### config.mk
export PLATFORM = sky130hd
export DESIGN_NAME = opamp_bist_sequencer
export DESIGN_NICKNAME = d
export VERILOG_FILES = /design/src/rtl/opamp_bist_sequencer.sv
export SDC_FILE = /design/constraint.sdc
export NUM_CORES = 1
export LEC_CHECK = 0
export ABC_AREA = 1
export BUFFER_PORTS_ARGS = -buffer_cell sky130_fd_sc_hd__buf_2
export CORE_UTILIZATION = 54
export DETAILED_ROUTE_END_ITERATION = 7
export PLACE_DENSITY = 0.89
export SETUP_SLACK_MARGIN = 0.05
export SLEW_MARGIN = 20
export SYNTH_ARGS = -nofsm -noshare
export SYNTH_HDL_FRONTEND = slang
export SYNTH_SLANG_ARGS = --single-unit
### constraint.sdc
create_clock -name clk -period 5.4 [get_ports clk]
set_clock_uncertainty 0.1 [all_clocks]
set_input_delay 0.54 -clock clk [delete_from_list [all_inputs] [get_ports clk]]
set_output_delay 0.54 -clock clk [all_outputs]
set_load 0.05 [all_outputs]
### src/rtl/opamp_bist_sequencer.sv
// Purpose: powers the op_amp, applies six differential input vectors and checks each sampled output against a window.
// Latency: start to first apply 1+PWR_CYCLES+1 cycles, apply to result_valid SETTLE_CYCLES+1, full run PWR_CYCLES+6*(SETTLE_CYCLES+2)+2.
// Backpressure: none; start is dropped unless idle, and result pulses are not held for a consumer.
module opamp_bist_sequencer #(
   parameter int DATA_W        = 16,
   parameter int PWR_CYCLES    = 5,
   parameter int SETTLE_CYCLES = 5,
   parameter int VCC_CODE      = 15000,
   parameter int VEE_CODE      = -15000
) (
   input  logic                     clk,
   input  logic                     rst,
   input  logic                     start,
   output logic signed [DATA_W-1:0] inv_out,
   output logic signed [DATA_W-1:0] noninv_out,
   output logic signed [DATA_W-1:0] vcc_out,
   output logic signed [DATA_W-1:0] vee_out,
   output logic                     offset_null_out,
   input  logic signed [DATA_W-1:0] amp_in,
   output logic                     busy,
   output logic [2:0]               test_idx,
   output logic                     result_valid,
   output logic                     result_pass,
   output logic [2:0]               pass_cnt,
   output logic [2:0]               fail_cnt,
   output logic                     done,
   output logic                     all_pass
);

   // One shared counter serves both the power-up wait and the settle wait.
   localparam int CNT_MAX = (PWR_CYCLES > SETTLE_CYCLES) ? PWR_CYCLES : SETTLE_CYCLES;
   localparam int CNT_W   = (CNT_MAX > 1) ? $clog2(CNT_MAX) : 1;
   localparam logic [CNT_W-1:0] PWR_LAST    = CNT_W'(PWR_CYCLES - 1);
   localparam logic [CNT_W-1:0] SETTLE_LAST = CNT_W'(SETTLE_CYCLES - 1);
   localparam logic [2:0]       LAST_IDX    = 3'd5;

   typedef enum logic [2:0] {
      S_IDLE,
      S_POWER,
      S_APPLY,
      S_SETTLE,
      S_SAMPLE,
      S_DONE
   } state_t;

   typedef struct packed {
      logic signed [DATA_W-1:0] inv;
      logic signed [DATA_W-1:0] noninv;
      logic signed [DATA_W-1:0] lo;
      logic signed [DATA_W-1:0] hi;
   } vec_t;

   // Fixed stimulus table; lo/hi are exclusive window bounds on the sampled output.
   function automatic vec_t rom_lookup(input logic [2:0] idx);
      vec_t v;
      v.inv    = '0;
      v.noninv = '0;
      v.lo     = '0;
      v.hi     = '0;
      case (idx)
         3'd0: begin
            v.inv = DATA_W'(100);  v.noninv = DATA_W'(110);
            v.lo  = DATA_W'(0);    v.hi     = DATA_W'(32767);
         end
         3'd1: begin
            v.inv = DATA_W'(110);  v.noninv = DATA_W'(100);
            v.lo  = DATA_W'(-32768); v.hi   = DATA_W'(0);
         end
         3'd2: begin
            v.inv = DATA_W'(0);    v.noninv = DATA_W'(500);
            v.lo  = DATA_W'(12000); v.hi    = DATA_W'(14000);
         end
         3'd3: begin
            v.inv = DATA_W'(500);  v.noninv = DATA_W'(0);
            v.lo  = DATA_W'(-14000); v.hi   = DATA_W'(-12000);
         end
         3'd4: begin
            v.inv = DATA_W'(200);  v.noninv = DATA_W'(200);
            v.lo  = DATA_W'(-1000); v.hi    = DATA_W'(1000);
         end
         3'd5: begin
            v.inv = DATA_W'(0);    v.noninv = DATA_W'(0);
            v.lo  = DATA_W'(-1000); v.hi    = DATA_W'(1000);
         end
         default: begin
            v.inv = '0; v.noninv = '0; v.lo = '0; v.hi = '0;
         end
      endcase
      return v;
   endfunction

   state_t                   state, state_nxt;
   logic [CNT_W-1:0]         cnt, cnt_nxt;
   logic signed [DATA_W-1:0] inv_nxt, noninv_nxt, vcc_nxt, vee_nxt;
   logic                     busy_nxt, result_valid_nxt, result_pass_nxt;
   logic                     done_nxt, all_pass_nxt;
   logic [2:0]               test_idx_nxt, pass_cnt_nxt, fail_cnt_nxt;
   vec_t                     rom_cur;
   logic                     in_window;

   assign offset_null_out = 1'b0;
   assign rom_cur         = rom_lookup(test_idx);
   assign in_window       = ($signed(amp_in) > $signed(rom_cur.lo)) &&
                            ($signed(amp_in) < $signed(rom_cur.hi));

   // Next-state and next-output decode; every register holds unless its state says otherwise.
   always_comb begin
      state_nxt        = state;
      cnt_nxt          = cnt;
      inv_nxt          = inv_out;
      noninv_nxt       = noninv_out;
      vcc_nxt          = vcc_out;
      vee_nxt          = vee_out;
      busy_nxt         = busy;
      test_idx_nxt     = test_idx;
      result_valid_nxt = 1'b0;
      result_pass_nxt  = 1'b0;
      pass_cnt_nxt     = pass_cnt;
      fail_cnt_nxt     = fail_cnt;
      done_nxt         = done;
      all_pass_nxt     = all_pass;
      case (state)
         S_IDLE: begin
            if (start) begin
               pass_cnt_nxt = '0;
               fail_cnt_nxt = '0;
               done_nxt     = 1'b0;
               all_pass_nxt = 1'b0;
               busy_nxt     = 1'b1;
               test_idx_nxt = '0;
               vcc_nxt      = DATA_W'(VCC_CODE);
               vee_nxt      = DATA_W'(VEE_CODE);
               inv_nxt      = '0;
               noninv_nxt   = '0;
               cnt_nxt      = '0;
               state_nxt    = S_POWER;
            end
         end
         S_POWER: begin
            if (cnt == PWR_LAST) begin
               cnt_nxt   = '0;
               state_nxt = S_APPLY;
            end else begin
               cnt_nxt = cnt + CNT_W'(1);
            end
         end
         S_APPLY: begin
            inv_nxt    = rom_cur.inv;
            noninv_nxt = rom_cur.noninv;
            cnt_nxt    = '0;
            state_nxt  = S_SETTLE;
         end
         S_SETTLE: begin
            if (cnt == SETTLE_LAST) begin
               cnt_nxt   = '0;
               state_nxt = S_SAMPLE;
            end else begin
               cnt_nxt = cnt + CNT_W'(1);
            end
         end
         S_SAMPLE: begin
            result_valid_nxt = 1'b1;
            result_pass_nxt  = in_window;
            if (in_window) begin
               pass_cnt_nxt = pass_cnt + 3'd1;
            end else begin
               fail_cnt_nxt = fail_cnt + 3'd1;
            end
            if (test_idx == LAST_IDX) begin
               state_nxt = S_DONE;
            end else begin
               test_idx_nxt = test_idx + 3'd1;
               state_nxt    = S_APPLY;
            end
         end
         S_DONE: begin
            inv_nxt      = '0;
            noninv_nxt   = '0;
            busy_nxt     = 1'b0;
            done_nxt     = 1'b1;
            all_pass_nxt = (fail_cnt == 3'd0);
            state_nxt    = S_IDLE;
         end
         default: begin
            state_nxt = S_IDLE;
         end
      endcase
   end

   // State and output registers; reset drops everything, supplies included.
   always_ff @(posedge clk) begin
      if (rst) begin
         state        <= S_IDLE;
         cnt          <= '0;
         inv_out      <= '0;
         noninv_out   <= '0;
         vcc_out      <= '0;
         vee_out      <= '0;
         busy         <= 1'b0;
         test_idx     <= '0;
         result_valid <= 1'b0;
         result_pass  <= 1'b0;
         pass_cnt     <= '0;
         fail_cnt     <= '0;
         done         <= 1'b0;
         all_pass     <= 1'b0;
      end else begin
         state        <= state_nxt;
         cnt          <= cnt_nxt;
         inv_out      <= inv_nxt;
         noninv_out   <= noninv_nxt;
         vcc_out      <= vcc_nxt;
         vee_out      <= vee_nxt;
         busy         <= busy_nxt;
         test_idx     <= test_idx_nxt;
         result_valid <= result_valid_nxt;
         result_pass  <= result_pass_nxt;
         pass_cnt     <= pass_cnt_nxt;
         fail_cnt     <= fail_cnt_nxt;
         done         <= done_nxt;
         all_pass     <= all_pass_nxt;
      end
   end

endmodule

* Yosys cells after proc, flatten, opt, wreduce, memory -nomap -nowiden
Cells that the tools add are included.
Word-level totals: memories 0, RAM bits 0, bits in read-only memories 0, flip-flop bits (word level) 53, bits in latches 0, input bits 19
Operators by class: $add $sub $neg 4, reductions and logical operators 18, muxes and demuxes 24, equality and inequality tests 17, $mul 0, magnitude comparators 2, shift-type cells 0, bitwise gates (word level) 1, div/mod/pow operators 0
Operators by type and width (count):
- one-hot mux 57 bit (6 select lines) | 1
- one-hot mux 16 bit (3 select lines) | 2
- 2-to-1 mux 3 bit | 9
- one-hot mux 3 bit (2 select lines) | 3
- > comparator 16 bit | 1
- < comparator 16 bit | 1
- 2-to-1 mux 16 bit | 1
- equality test 3 bit (second input constant) | 5
- one-hot mux 3 bit (5 select lines) | 1
- adder 3 x 1 -> 3 bit (second input constant) | 4
- equality test 3 x 2 -> 1 bit (second input constant) | 4
- != test 2 bit (second input constant) | 6
- AND reduction 3 bit | 4
- logical NOT 3 bit | 3
- one-hot mux 3 bit (3 select lines) | 1
- AND reduction 2 bit | 4
- equality test 3 x 1 -> 1 bit (second input constant) | 2
- one-hot mux 1 bit (2 select lines) | 3
- nonzero test 3 bit | 2
- nonzero test 2 bit | 2
- OR reduction 2 bit | 2
- 2-to-1 mux 1 bit | 3
- logical AND 1 bit | 1
- NOT 1 bit | 1

* Logic depth before layout (Yosys ltp)
depth in word-level cells 6, gate-level depth with buffers 22

* Worst setup path after synthesis
OpenSTA, ideal clock, no wires.
path kind reg2reg, from register test_idx[0], to register fail_cnt[0], setup slack 2.346 ns, data required time 5.187 ns, stages on the path, launching flop included 20, buffers on the path 0, arrival time 2.841 ns, clock period less this slack 3.054 ns, library setup time 0.113 ns, cell sequence dfxtp_1 > inv_1 > ha_1 > inv_1 > nor2_1 > nor2_1 > inv_1 > nor3_1 > ha_1 > a21oi_1 > o21a_1 > nand2_1 > nand2_1 > nand2_1 > nand2_1 > nand3_4 > nand2_2 > inv_2 > nor2_1 > nor2_1
Between the ends: word-level cells in the longest chain between the ends 6, elaborated cells on any way between the ends 12, classes of those cells order compare (2); eq/ne (6); mux (1); reduce/logical (3)
RTL lines:
- from (decl) | RTL line 21 | output logic [2:0] test_idx,
- from (signal assigned) | RTL line 215 | test_idx <= test_idx_nxt;
- equality test 3 bit, or another cell as far along | RTL line 60 | case (idx)
- one-hot mux 57 bit (6 select lines) (*) | RTL line 60
- > comparator 16 bit / < comparator 16 bit (equally long branches) | RTL line 103, 104
- logical AND 1 bit (*) | RTL line 103 | assign in_window = ($signed(amp_in) > $signed(rom_cur.lo)) &&
- != test 2 bit (no line) (*)
- AND reduction 3 bit (no line) (*)
- to (signal assigned) | RTL line 219 | fail_cnt <= fail_cnt_nxt;
- to (decl) | RTL line 25 | output logic [2:0] fail_cnt,
Every way passes the cells marked *; elsewhere a longest branch is shown, timed or not. A chain may end at the register's enable or synchronous reset.

* Worst setup path after layout
Same ends and word-level chain as after synthesis.

==> flow_metrics.tcl <==
set metrics [dict create \
    status "finished, final reports clean" \
    num_antenna_cells 0 \
    period_needed_ps 3080 \
    path_max_fanout 9 \
    critical-path-top-delay-family "simple AND/OR/NAND/NOR gates" \
    startpoint_type "flop" \
    num_rows 25 \
    startpoint "test_idx[0]" \
    nets 476 \
    htreeDepth 2 \
    overflow 0 \
    synth_area_per_cell_sq_um 7.30 \
    endpoint_kind "flop" \
    cts_resized 0 \
    highest_layer "met4" \
    cts_setup_buffers 0 \
    start_util_pct 56.9 \
    io_pins 98 \
    antenna_found_initial 0 \
    vias_per_cell 4.94 \
    cts_tree "built" \
    min_path_type "flop to flop" \
    drc_errors 0 \
    syn2layout_area_growth_pct 7.26 \
    grt_pass1_wl_um 9140 \
    wl_met2_um 2500 \
    gp_congestion 0.930 \
    path_buf_inv 4 \
    die_h_um 73.0 \
    path_cells "inv_1 -> ha_1 -> inv_1 -> nor2_1 -> nor2_1 -> inv_1 -> nor3_1 -> ha_1 -> a21oi_1 -> o21a_1 -> nand2_1 -> nand2_1 -> nand2_1 -> nand2_1 -> nand3_4 -> nand2_2 -> inv_2 -> nor2_1 -> nor2_1" \
    synthArstFlopShare_pct 0 \
    finalHoldViolations 0 \
    met1Wirelength_um 2510 \
    synth.cell_area_sq_um 2720 \
    dr.first_iter.drc_count 128 \
    maxSlewViolCount 0 \
    synthFlopType "dfxtp_1" \
    crit_end "fail_cnt[0]" \
    slew_headroom_pct 47.1 \
    drt-pass1-iter-count 5 \
    dieArea_sq_um 5330 \
    path_class "flop to flop" \
    yosys_warnings 0 \
    ff2ff_setup_slack_ps 2320 \
    worst_pin_slew_ps 788 \
    vias 2400 \
    grt_max_degree 31 \
    yosysSeqAreaShare_pct 24.3 \
    rr_endpoint "fail_cnt[0]" \
    synth.distinct_cells 34 \
    insertion_delay_ps 280 \
    finalSetupViolCount 0 \
    synth_area_leaders "dfxtp_1, ha_1, buf_4, nand2_1, a21oi_1" \
    rsz0062_at_grt "no" \
    cellPowerDensity_nw_per_um2 279 \
    r2r_cells 19 \
    synth_seq_cells 33 \
    finalCritPeriodShare_pct 57.0 \
    syn_inst 373 \
    fmax_mhz 325 \
    peakVddDrop_uv 156 \
    finalSetupTns_ps 0 \
    synth-edff-count 0 \
    drive_above_1_share_pct 21.2 \
    cap_violations 0 \
    yosysTopAreaCell "dfxtp_1" \
    hpwl_um 4400 \
    holdBufCountCts 0 \
    dr_wl_met3_um 385 \
    cp_data_required_time_ps 5480 \
    ant_nets 0 \
    cp.arrival_ps 3160 \
    cp.depth 19 \
    wl_um 5440 \
    track_usage_pct 22.0 \
    core-area_sq_um 4790 \
    power.total_uw 815 \
    detail_route.wl_per_cell_um 11.2 \
    netlist.area_leader.share_pct 24.3 \
    grt_pass1_vias 2103 \
    leakagePower_uw 0.00154 \
    numCtsBuffers 5 \
    crit_slowest_cell "dfxtp_1" \
    cts_sinks 33 \
    reg2reg_from "test_idx[0]" \
    layout_commonest_cell "nand2_1" \
    clk_transition_reported_paths_ps 60 \
    dieWidth_um 73.0 \
    cts_root_buf "clkbuf_8" \
    clock_path_buffers 2 \
    final_cell_mix "nand2_1, buf_2, nor2_1, ha_1, a21oi_1" \
    cpPeakStageDelay_ps 410 \
    port_buffers 62 \
]
[metrics by stage]
stage | setup slack, ps | instances | utilization (%) | hold slack (ps) | cell area (sq um)
6_report | 2320 | 486 | 61.0 | 359 | 2920
5_1_grt | 2040 | 486 | 61.0 | 377 | 2920
4_1_cts | 2370 | 486 | 61.0 | 362 | 2920
3_5_place_dp | 2370 | 479 | 59.2 | 352 | 2840
3_3_place_gp | 2480 | 479 | 59.2 | 351 | 2840
2_1_floorplan | 2350 | 407 | - | 358 | 2850
[power breakdown]
part | internal [uW] | switching [uW]
clock | 101 | 82.2
combinational | 91.9 | 271
sequential | 256 | 13.9
total | 449 | 367
[cell usage after synthesis, types with 2 or more instances]
cell type,n
o21ai_0,8
nand2_1,71
ha_1,38
nor2_1,38
nand4_1,3
a22oi_1,2
inv_1,35
nand2_2,3
a211oi_1,3
a21oi_1,36
xnor2_1,2
nand3_2,2
buf_4,52
a21oi_2,4
clkbuf_1,4
dfxtp_1,33
nor3_1,4
nor2_4,2
inv_2,4
nand3_1,14
o21bai_1,2
[layout make-up]
class	count	area (sq um)
Sequential cell	33	661
Tap cell	67	83.8
Clock buffer	7	86.3
Fill cell	436	1860
Multi-Input combinational cell	277	1630
Timing Repair Buffer	62	310
Inverter	40	153
[flip-flops by register name, indices dropped and copies added (netlist names), 3 cells and up]
name,flops
cnt,3
inv_out,6
fail_cnt,3
state,3
test_idx,3
noninv_out,6
pass_cnt,3
[worst min path at each step]
stage                     slack (ps)     startpoint       endpoint  cells after the start
final                            360  noninv_out[7]  noninv_out[7]                      2
after floorplan                  360         cnt[0]         cnt[0]                      2
after CTS                        360  noninv_out[7]  noninv_out[7]                      2
after detailed placement         350  noninv_out[7]  noninv_out[7]                      2
after global placement           350  noninv_out[7]  noninv_out[7]                      2
after global routing             380  noninv_out[1]  noninv_out[1]                      2
[kinds of logic (layout without fill, tap and decap cells)]
family / Yosys count / count (layout) / synth area share (%)
simple gates: 141 / 141 / 23.2
buf+inv: 97 / 109 / 20.7
compound gates: 60 / 60 / 13.4
fa+ha+maj: 38 / 38 / 17.5
flops: 33 / 33 / 24.3
xor+xnor: 3 / 3 / 0.965
other cells: 1 / 35 / 0.138
[layer usage]
metal | GRT usage [%] | vias to the layer above
li1 | - | 1217
met4 | 7.63 | 0
met1 | 28.8 | 1073
met2 | 35.2 | 103
met3 | 5.39 | 7
met5 | 0 | -
[tightest hold or removal path, cell delays in order (launching register included)]
cell	delay, ps
dfxtp_1	310
nand2_1	60
a21oi_1	50
Power figures use the tool's default switching activity.
